===== config.mk =====
export PLATFORM = sky130hd
export DESIGN_NAME = pwm_audio_out
export DESIGN_NICKNAME = d
export VERILOG_FILES = /design/src/rtl/audio_out_pkg.sv /design/src/rtl/pwm_level_scaler.sv /design/src/rtl/pwm_audio_out.sv
export SDC_FILE = /design/constraint.sdc
export NUM_CORES = 1
export LEC_CHECK = 0
export CAP_MARGIN = 20
export CORE_MARGIN = 4
export CORE_UTILIZATION = 50
export DETAILED_ROUTE_END_ITERATION = 12
export PLACE_DENSITY = 0.78
export SLEW_MARGIN = 25
export SYNTH_ARGS = -nofsm -noshare
export SYNTH_HDL_FRONTEND = slang
export SYNTH_HIERARCHICAL = 1
export SYNTH_SLANG_ARGS = --single-unit

===== constraint.sdc =====
create_clock -name clk_in -period 3.3 [get_ports clk_in]
set_clock_uncertainty 0.15 [all_clocks]
set_input_delay 0.99 -clock clk_in [delete_from_list [all_inputs] [get_ports clk_in]]
set_output_delay 0.99 -clock clk_in [all_outputs]
set_load 0.02 [all_outputs]

===== src/rtl/audio_out_pkg.sv =====
// audio_out_pkg: shared types and level arithmetic for the PWM audio output stage
//   state_t    : soft-mute state
//   midscale   : PWM level that produces 50% duty (silence)
//   calc_level : signed sample -> offset-binary PWM level after volume/attenuation shift
package audio_out_pkg;

   typedef enum logic [1:0] {MUTED, RAMP_UP, PLAY, RAMP_DOWN} state_t;

   function automatic logic [31:0] midscale(input int pwm_w);
      return 32'd1 << (pwm_w - 1);
   endfunction

   // sample arrives sign-extended to 32 bits so the top-PWM_W slice can be taken by a plain shift
   function automatic logic [31:0] calc_level(input logic signed [31:0] sample, input int vol,
                                              input int att, input int sample_w, input int pwm_w,
                                              input int vol_w);
      int                 tot;
      logic signed [31:0] scaled;
      tot = (2 ** vol_w - 1) - vol + att;
      if (tot > sample_w - 1) tot = sample_w - 1;
      scaled = sample >>> tot;
      return ((32'(scaled) >> (sample_w - pwm_w)) & (midscale(pwm_w) * 2 - 1)) ^ midscale(pwm_w);
   endfunction

endpackage


===== src/rtl/pwm_level_scaler.sv =====
// pwm_level_scaler: one channel's sample holding register, active PWM level and compare flop
//   clk_in, rst_n_in : clock, async active-low reset
//   i_load           : capture i_sample into the holding register
//   i_sample         : signed input sample
//   i_wrap           : last cycle of the PWM period; active level reloads on this edge
//   i_muted          : force midscale level
//   i_vol, i_att     : volume and soft-mute attenuation
//   i_count          : shared PWM counter
//   o_pwm            : registered PWM output
module pwm_level_scaler
   import audio_out_pkg::*;
#(
   parameter int SAMPLE_W = 16,
   parameter int PWM_W    = 8,
   parameter int VOL_W    = 3,
   parameter int ATT_W    = 4
) (
   input  logic                clk_in,
   input  logic                rst_n_in,
   input  logic                i_load,
   input  logic [SAMPLE_W-1:0] i_sample,
   input  logic                i_wrap,
   input  logic                i_muted,
   input  logic [VOL_W-1:0]    i_vol,
   input  logic [ATT_W-1:0]    i_att,
   input  logic [PWM_W-1:0]    i_count,
   output logic                o_pwm
);

   logic [SAMPLE_W-1:0] r_hold;
   logic [PWM_W-1:0]    r_lvl;
   logic [PWM_W-1:0]    w_lvl;
   logic                r_pwm;

   assign w_lvl = i_muted ? PWM_W'(midscale(PWM_W))
                          : PWM_W'(calc_level(32'(signed'(r_hold)), int'(i_vol), int'(i_att),
                                              SAMPLE_W, PWM_W, VOL_W));
   assign o_pwm = r_pwm;

   always_ff @(posedge clk_in or negedge rst_n_in) begin
      if (!rst_n_in) begin
         r_hold <= '0;
         r_lvl  <= PWM_W'(midscale(PWM_W));
         r_pwm  <= 1'b0;
      end else begin
         if (i_load) r_hold <= i_sample;
         if (i_wrap) r_lvl <= w_lvl;
         r_pwm <= i_count < r_lvl;
      end
   end

endmodule


===== src/rtl/pwm_audio_out.sv =====
// pwm_audio_out: multi-channel PWM audio output with volume, soft-mute ramping and overrun detect
//   clk_in, rst_n_in  : clock, async active-low reset
//   sample_valid_in   : one-cycle strobe for samples_in (ch0 in LSBs)
//   vol_in            : volume, all-ones = unity gain
//   mute_in           : level-sensitive soft-mute request
//   clear_overrun_in  : clears overrun_out
//   pwm_out           : registered PWM per channel
//   period_start_out  : high while the counter is 0
//   mute_done_out     : high in the MUTED state
//   overrun_out       : sticky, more than one sample accepted in one PWM period
module pwm_audio_out
   import audio_out_pkg::*;
#(
   parameter int NUM_CH       = 2,
   parameter int SAMPLE_W     = 16,
   parameter int PWM_W        = 8,
   parameter int VOL_W        = 3,
   parameter int RAMP_PERIODS = 4
) (
   input  logic                       clk_in,
   input  logic                       rst_n_in,
   input  logic                       sample_valid_in,
   input  logic [NUM_CH*SAMPLE_W-1:0] samples_in,
   input  logic [VOL_W-1:0]           vol_in,
   input  logic                       mute_in,
   input  logic                       clear_overrun_in,
   output logic [NUM_CH-1:0]          pwm_out,
   output logic                       period_start_out,
   output logic                       mute_done_out,
   output logic                       overrun_out
);

   localparam int ATT_W = $clog2(SAMPLE_W);
   localparam int RC_W  = RAMP_PERIODS > 1 ? $clog2(RAMP_PERIODS) : 1;
   localparam logic [ATT_W-1:0] ATT_MAX = ATT_W'(SAMPLE_W - 1);

   logic [PWM_W-1:0] r_count;
   state_t           r_state, w_state_nx;
   logic [ATT_W-1:0] r_att, w_att_nx;
   logic [RC_W-1:0]  r_ramp, w_ramp_nx;
   logic             r_acc, r_ovr, r_ps;
   logic             w_wrap, w_step, w_muted;

   assign w_wrap           = &r_count;
   assign w_step           = r_ramp == RC_W'(RAMP_PERIODS - 1);
   assign w_muted          = r_state == MUTED;
   assign mute_done_out    = w_muted;
   assign overrun_out      = r_ovr;
   assign period_start_out = r_ps;

   always_ff @(posedge clk_in or negedge rst_n_in) begin
      if (!rst_n_in) begin
         r_count <= '0;
         r_state <= MUTED;
         r_att   <= ATT_MAX;
         r_ramp  <= '0;
         r_acc   <= 1'b0;
         r_ovr   <= 1'b0;
         r_ps    <= 1'b0;
      end else begin
         r_count <= r_count + 1'b1;
         r_state <= w_state_nx;
         r_att   <= w_att_nx;
         r_ramp  <= w_ramp_nx;
         r_ps    <= w_wrap;
         // a valid in the wrap cycle belongs to the next period's window
         r_acc   <= w_wrap ? sample_valid_in : r_acc | sample_valid_in;
         r_ovr   <= (sample_valid_in & r_acc & ~w_wrap) | (r_ovr & ~clear_overrun_in);
      end
   end

   // attenuation reaching its bound changes state on the same wrap as the final step
   always_comb begin
      w_state_nx = r_state;
      w_att_nx   = r_att;
      w_ramp_nx  = r_ramp;
      if (w_wrap) begin
         w_ramp_nx = w_step ? '0 : r_ramp + 1'b1;
         case (r_state)
            MUTED: if (!mute_in) w_state_nx = RAMP_UP;
            RAMP_UP: begin
               if (mute_in) w_state_nx = RAMP_DOWN;
               else if (r_att == '0) w_state_nx = PLAY;
               else if (w_step) begin
                  w_att_nx = r_att - 1'b1;
                  if (r_att == ATT_W'(1)) w_state_nx = PLAY;
               end
            end
            PLAY: if (mute_in) w_state_nx = RAMP_DOWN;
            RAMP_DOWN: begin
               if (!mute_in) w_state_nx = RAMP_UP;
               else if (r_att == ATT_MAX) w_state_nx = MUTED;
               else if (w_step) begin
                  w_att_nx = r_att + 1'b1;
                  if (r_att == ATT_MAX - 1'b1) w_state_nx = MUTED;
               end
            end
         endcase
         if (w_state_nx != r_state) w_ramp_nx = '0;
      end
   end

   for (genvar c = 0; c < NUM_CH; c++) begin : g_ch
      pwm_level_scaler #(
         .SAMPLE_W(SAMPLE_W),
         .PWM_W   (PWM_W),
         .VOL_W   (VOL_W),
         .ATT_W   (ATT_W)
      ) u_scaler (
         .clk_in  (clk_in),
         .rst_n_in(rst_n_in),
         .i_load  (sample_valid_in),
         .i_sample(samples_in[c*SAMPLE_W +: SAMPLE_W]),
         .i_wrap  (w_wrap),
         .i_muted (w_muted),
         .i_vol   (vol_in),
         .i_att   (r_att),
         .i_count (r_count),
         .o_pwm   (pwm_out[c])
      );
   end

endmodule


## Yosys cells after proc, flatten, opt, wreduce, memory -nomap -nowiden

Index checks and enable logic that the tools add are counted.

| word-level totals | value |
|---|---|
| input bits | 40 |
| output and inout port bits | 5 |
| logic and storage cells | 77 |
| flip-flop bits (word level) | 69 |

| operators by class | value |
|---|---|
| order comparisons | 3 |
| multiplexer cells | 25 |
| shift-type cells | 2 |
| equality and inequality tests | 14 |
| add/sub/neg operators | 6 |
| bitwise gates (word level) | 9 |
| reduce and logical (&&, ||, !) cells | 5 |

Operators with widths:

| cell | number |
|---|---|
| $sshr A16 B32 Y16 | 2 |
| $add A32 B5 Y32 | 1 |
| $gt A32 B5 Y1 const B | 1 |
| $mux W32 | 1 |
| $mux W2 | 13 |
| $mux W4 | 6 |
| $lt A8 B8 Y1 | 2 |
| $mux W8 | 2 |
| $reduce_and A15 Y1 | 1 |
| $ne A2 B2 Y1 const B | 6 |
| $add A8 B1 Y8 const B | 1 |
| $eq A4 B4 Y1 const B | 2 |
| $pmux W2 S4 | 1 |
| $pmux W4 S2 | 1 |
| $reduce_and A8 Y1 | 1 |
| $eq A2 B2 Y1 const B | 3 |
| $add A4 B1 Y4 const B | 1 |
| $eq A4 B1 Y1 const B | 1 |
| $logic_not A4 Y1 | 1 |
| $not A1 Y1 | 4 |
| $sub A3 B3 Y4 const A | 1 |
| $sub A4 B1 Y4 const B | 1 |
| $and A1 B1 Y1 | 3 |
| $add A2 B1 Y2 const B | 1 |
| 6 further kinds | 7 |

## Logic depth before layout (Yosys ltp)

| depth | value |
|---|---|
| word-level depth | 9 |
| mapped depth | 9 |
| gate-level depth less buffers | 8 |

## By module

The synthesis kept the hierarchy.

By module, submodules not included:

| module | times used | area an instance (um2) | cells an instance | sequential area each (um2) |
|---|---|---|---|---|
| pwm_level_scaler | 2 | 1280.0 | 137 | 426.7 |
| pwm_audio_out | 1 | 1059.8 | 106 | 480.5 |

## Least setup slack after synthesis

OpenSTA, ideal clock, no wires.

| timing path | value |
|---|---|
| kind | input to register |
| from | input vol_in[0] |
| to | register g_ch[0].u_scaler.r_lvl[2] |
| path buffers | 0 |
| required time | 3.004 ns |
| path slack | 0.258 ns |
| stages on the path | 8 |
| library setup time | 0.146 ns |
| data arrival time | 2.746 ns |
| path through | inv_1 ha_1 fa_1 a21o_1 nor3_1 mux2_1 a221oi_1 o22ai_1 |

| on the way | value |
|---|---|
| longest elaborated chain between the ends | 6 |

Ends and longest elaborated chain:

| element | line | source |
|---|---|---|
| start: declaration | pwm_audio_out.sv:24 | `input logic [VOL_W-1:0] vol_in,` |
| $sub A3 B3 Y4 (*) | audio_out_pkg.sv:19 | `tot = (2 ** vol_w - 1) - vol + att;` |
| $add A32 B5 Y32 (*) | audio_out_pkg.sv:19 |  |
| $gt A32 B5 Y1 | audio_out_pkg.sv:20 | `if (tot > sample_w - 1) tot = sample_w - 1;` |
| $mux W32 (*) | audio_out_pkg.sv:20 |  |
| $sshr A16 B32 Y16 (*) | audio_out_pkg.sv:21 | `scaled = sample >>> tot;` |
| $mux W8 (*) | pwm_level_scaler.sv:35 | `assign w_lvl = i_muted ? PWM_W'(midscale(PWM_W))` |
| end signal: assignment | pwm_level_scaler.sv:43 | `r_lvl <= PWM_W'(midscale(PWM_W));` |
| end signal: assignment | pwm_level_scaler.sv:47 | `if (i_wrap) r_lvl <= w_lvl;` |
| end: declaration | pwm_level_scaler.sv:31 | `logic [PWM_W-1:0] r_lvl;` |

Mark *: on every way between the ends. The rest lies on a longest branch, timed or not.
A chain may end at the register's enable or synchronous reset.

## Worst setup path in the final report

| timing path | value |
|---|---|
| from | input vol_in[0] |
| to | register g_ch[1].u_scaler.r_lvl[2] |

| on the way | value |
|---|---|
| longest elaborated chain between the ends | 6 |

Ends and longest elaborated chain:

| element | line |
|---|---|
| $sub A3 B3 Y4 (*) | audio_out_pkg.sv:19 |
| $add A32 B5 Y32 (*) | audio_out_pkg.sv:19 |
| $gt A32 B5 Y1 | audio_out_pkg.sv:20 |
| $mux W32 (*) | audio_out_pkg.sv:20 |
| $sshr A16 B32 Y16 (*) | audio_out_pkg.sv:21 |
| $mux W8 (*) | pwm_level_scaler.sv:35 |
| end signal: assignment | pwm_level_scaler.sv:43 |
| end signal: assignment | pwm_level_scaler.sv:47 |
| end: declaration | pwm_level_scaler.sv:31 |

Marks and branches as above.

==> impl_metrics.ini <==
[outcome]
status = complete, but fails checks
violated_checks = negative setup slack

[critical_path]
r2r.worst_path.cells = 7
worstSetupEndpointType = register
setup.worst_path.start_class = input port
timing.critical_path.required_ns = 3.33
setup.reg_to_reg.worst_slack_ns = 0.64
worstSetupPathType = input port to register
worstPathArrival_ns = 3.35
reg2reg_to = g_ch[1].u_scaler/r_lvl[2]
critPathMaxFanout = 3
worst_r2r_startpoint = r_att[0]

[drt]
drtAntennaViolNets = 0
post_drt_via_cell_ratio = 5.72
drtPass1Iterations = 4
dr_total_vias = 3111
wl_mm = 8.55
wl_per_cell_microns = 15.7
post-route-drc-count = 0
dr.first_iter.drc_count = 166

[logic_synthesis]
synth_area_sq_mm = 0.00362
synth-compound-area-share_pct = 22.6
synth_mux_area_share_pct = 7.67
main_combinational_cell_family_by_area_after_synthesis = compound AO/OA/AOI/OAI gates
synthArstFlopShare_pct = 100
synth_enable_flop_cells = 0
synth_fp_nets = 449
synth_xor_xnor_area_share_pct = 2.42
synthCells = 380
synth-simple-area-share_pct = 13.3
synth_top_flop_cell = sky130_fd_sc_hd__dfrtp_1
synthAdderAreaFrac_pct = 10.4
ys_seq_area_share_pct = 36.8
synth-seq-cells = 53
synth.distinct_cells = 59
ys_warn_count = 6
avgSynthCellArea_sq_um = 9.53

[placement]
total_of_buffers_placed_on_input_and_output_ports = 28
hpwl_after_dpl_mm = 6.46
place.gp.congestion = 0.868

[worst_hold_path]
worstHoldPathType = register to register
worst_hold_path.num_cells = 1
min-delay-start = r_acc
hold_critical_path_endpoint = r_acc

[global_route]
first_global_vias = 3057
grt_start_max_net_pins = 34
grtUsageTotal_pct = 20.6
grt-ovfl-total = 0
antenna_found_initial = 0
global_route_wire_length_before_repair_mm = 14.4

[clock_tree]
cts_made_buffers = 5
clkLatencyLatePin_ns = 0.32
max-clock-path-buffers = 2
clkSlewWorstSetupHoldPaths_ns = 0.11
clock-root-buffer = sky130_fd_sc_hd__clkbuf_8
cts_tree = yes
clock_tree.htree_level_count = 2
numClockSinks = 53

[die]
die-width_microns = 93.1
die_height_microns = 93.1
pin_count = 45
core_area_sq_mm = 0.00691
start_util_pct = 52.4
die_area_sq_mm = 0.00866
rows = 30

[power_and_ir_drop]
irDropWorstVdd_mv = 0.241
powerDensity_mw_per_mm2 = 304
power.total_uw = 1340
p_leak_uw = 0.00201

[flow_run]
max-cap-violations = 0

[sta]
timing.max_slew.rel_slack_pct = 63.6
setup_viol = 1
hold_vio_cnt_final = 0
timing.final.crit_period_ns = 3.32
setup_slack_ns = -0.0214
total_negative_setup_slack_ns = -0.0214
max_slew.worst_pin.slew_ns = 0.542
drv_slew = 0
fmax_mhz = 301
grt_setup_unrepaired = yes
post_route_fraction_of_the_period_consumed_by_the_critical_path_pct = 101

[final_layout]
fillerInstances = 587
final_nets = 516
antenna-diode-count = 0
layout-area-overhead-vs-synth_pct = 21.9
final_layout_size_suffix_gt1_share_pct = 21.0
-- worst max path at each step --
stage                     startpoint                   endpoint  slack, ns  cells after the start
after floorplan            vol_in[0]  g_ch[0].u_scaler/r_lvl[2]       0.26                      8
after global placement     vol_in[0]  g_ch[1].u_scaler/r_lvl[2]      -0.30                      9
after detailed placement   vol_in[0]  g_ch[1].u_scaler/r_lvl[3]      -0.35                     10
after CTS                  vol_in[0]  g_ch[1].u_scaler/r_lvl[3]      0.002                     10
after global routing       vol_in[0]  g_ch[1].u_scaler/r_lvl[1]      -0.05                     10
final                      vol_in[0]  g_ch[1].u_scaler/r_lvl[2]      -0.02                      9
-- registers in the layout, indices dropped and copies added (netlist names) --
| register | cells |
|---|---|
| period_start_out | 1 |
| overrun_out | 1 |
| r_state | 2 |
| r_att | 4 |
| r_count | 8 |
| g_ch.u_scaler/r_lvl | 16 |
| g_ch.u_scaler/o_pwm | 2 |
| r_ramp | 2 |
| r_acc | 1 |
| g_ch.u_scaler/r_hold | 16 |
-- logic make-up (layout without fill, tap and decap cells) --
kind of cell / Yosys count / count (layout)
AO/OA/AOI/OAI: 112 / 112
XOR/XNOR: 10 / 10
adder cells (fa/ha/maj): 29 / 29
buffers and inverters: 54 / 122
flip-flops: 53 / 53
multiplexers: 26 / 26
AND/OR/NAND/NOR: 96 / 96
-- report_power, final --
| part | switching (uW) | leakage, uW | internal [uW] | total [uW] |
|---|---|---|---|---|
| clock | 229 | 0.0000374 | 150 | 379 |
| sequential | 22.5 | 0.000584 | 669 | 692 |
| combinational | 132 | 0.00138 | 138 | 270 |
| total | 383 | 0.00201 | 957 | 1340 |
-- Yosys cell counts (2+ instances only) --
cell                        instances  area (sq um)
sky130_fd_sc_hd__dfrtp_1           47          1180
sky130_fd_sc_hd__inv_1             44           165
sky130_fd_sc_hd__nand2_1           32           120
sky130_fd_sc_hd__ha_1              27           338
sky130_fd_sc_hd__o21ai_0           19          95.1
sky130_fd_sc_hd__a21oi_1           17          85.1
sky130_fd_sc_hd__nand3_1           16          80.1
sky130_fd_sc_hd__nor2_1            14          52.6
sky130_fd_sc_hd__mux2_2            13           146
sky130_fd_sc_hd__mux2i_1           12           120
sky130_fd_sc_hd__a21o_1            10          75.1
sky130_fd_sc_hd__o22ai_1           10          62.6
sky130_fd_sc_hd__a211oi_1           6          45.0
sky130_fd_sc_hd__a22oi_1            6          45.0
sky130_fd_sc_hd__dfstp_2            6           158
sky130_fd_sc_hd__nand2b_1           6          37.5
sky130_fd_sc_hd__xnor2_1            6          52.6
sky130_fd_sc_hd__buf_6              5          56.3
sky130_fd_sc_hd__nand4_1            5          31.3
sky130_fd_sc_hd__nor3_1             5          25.0
sky130_fd_sc_hd__and4_1             4          35.0
sky130_fd_sc_hd__or3_1              4          25.0
sky130_fd_sc_hd__xor2_1             4          35.0
sky130_fd_sc_hd__a211oi_2           3          37.5
sky130_fd_sc_hd__a221oi_1           3          26.3
sky130_fd_sc_hd__a31oi_1            3          18.8
sky130_fd_sc_hd__buf_2              3          15.0
sky130_fd_sc_hd__o211ai_1           3          22.5
sky130_fd_sc_hd__o21ai_1            3          15.0
sky130_fd_sc_hd__o31ai_1            3          22.5
sky130_fd_sc_hd__a2111oi_1          2          20.0
sky130_fd_sc_hd__a211o_1            2          17.5
sky130_fd_sc_hd__a21o_2             2          17.5
sky130_fd_sc_hd__a22o_1             2          17.5
sky130_fd_sc_hd__a31oi_2            2          25.0
sky130_fd_sc_hd__a32oi_1            2          17.5
sky130_fd_sc_hd__and2_1             2          12.5
sky130_fd_sc_hd__and3_4             2          22.5
sky130_fd_sc_hd__clkbuf_1           2          7.51
sky130_fd_sc_hd__fa_1               2          40.0
sky130_fd_sc_hd__nor2_2             2          12.5
sky130_fd_sc_hd__o2111ai_1          2          17.5
-- per-layer routing --
metal  wire length, microns  share of wire [%]  track usage [%]
met1                   3940                 46             28.1
met2                   4100                 48             33.0
met3                    359                4.2             3.62
met4                    150                1.8             7.08
met5                      0                  0                0
-- critical path: stages --
cell and delay (ns):
sky130_fd_sc_hd__clkdlybuf4s50_1 0.50, sky130_fd_sc_hd__inv_1 0.05, sky130_fd_sc_hd__ha_1 0.22, sky130_fd_sc_hd__fa_1 0.46, sky130_fd_sc_hd__a21o_2 0.25, sky130_fd_sc_hd__nor3_2 0.15, sky130_fd_sc_hd__mux2_2 0.38, sky130_fd_sc_hd__a221oi_2 0.24
sky130_fd_sc_hd__o22ai_1 0.10
-- cell type report --
| cell class | count | area, sq um | area share, % |
|---|---|---|---|
| Multi-Input combinational cell | 273 | 2120 | 48.0 |
| Inverter | 44 | 165 | 3.74 |
| Tap cell | 96 | 120 | 2.72 |
| Clock buffer | 6 | 72.6 | 1.64 |
| Clock inverter | 2 | 15.0 | 0.340 |
| Timing Repair Buffer | 70 | 591 | 13.4 |
| Sequential cell | 53 | 1330 | 30.2 |
-- per-stage QoR --
step,cells,cell area (sq um),hold WS (ns),worst slack (ns),util (%)
2_1_floorplan,380,3620,0.290,0.258,-
3_3_place_gp,536,4250,0.312,-0.305,61.6
3_5_place_dp,536,4250,0.318,-0.352,61.6
4_1_cts,544,4340,0.341,0.00208,62.9
5_1_grt,544,4410,0.387,-0.0526,63.9
6_report,544,4410,0.340,-0.0214,63.9
-- cell usage in the layout (no fill, tap or decap), types with 3 or more instances in the layout --
cell type / synthesis / final
sky130_fd_sc_hd__nor3_1: 5 / 3
sky130_fd_sc_hd__a211oi_1: 6 / 6
sky130_fd_sc_hd__nand3_1: 16 / 16
sky130_fd_sc_hd__nand2b_1: 6 / 6
sky130_fd_sc_hd__dfstp_2: 6 / 6
sky130_fd_sc_hd__a2111oi_2: 1 / 3
sky130_fd_sc_hd__nand4_1: 5 / 5
sky130_fd_sc_hd__clkdlybuf4s50_1: 0 / 27
sky130_fd_sc_hd__ha_1: 27 / 27
sky130_fd_sc_hd__mux2i_1: 12 / 12
sky130_fd_sc_hd__xnor2_1: 6 / 6
sky130_fd_sc_hd__or3_1: 4 / 4
sky130_fd_sc_hd__a21o_1: 10 / 10
sky130_fd_sc_hd__buf_4: 0 / 42
sky130_fd_sc_hd__o211ai_1: 3 / 3
sky130_fd_sc_hd__a22oi_1: 6 / 6
sky130_fd_sc_hd__a21oi_1: 17 / 17
sky130_fd_sc_hd__o22ai_1: 10 / 10
sky130_fd_sc_hd__a221oi_1: 3 / 3
sky130_fd_sc_hd__inv_1: 44 / 44
sky130_fd_sc_hd__nor2_1: 14 / 14
sky130_fd_sc_hd__a31oi_1: 3 / 3
sky130_fd_sc_hd__clkbuf_8: 0 / 5
sky130_fd_sc_hd__and4_1: 4 / 4
sky130_fd_sc_hd__dfrtp_1: 47 / 47
sky130_fd_sc_hd__o31ai_1: 3 / 3
sky130_fd_sc_hd__o21ai_0: 19 / 19
sky130_fd_sc_hd__xor2_1: 4 / 4
sky130_fd_sc_hd__nand2_1: 32 / 32
sky130_fd_sc_hd__mux2_2: 13 / 14
-- repair_timing --
item | in CTS | in global routing
pin swaps | 0 | 1
resized for setup | 1 | 13
hold buffers | 0 | 0
setup buffers | 0 | 0
endpoints found under the setup margin | 1 | 4
(Power assumes the default switching activity.)
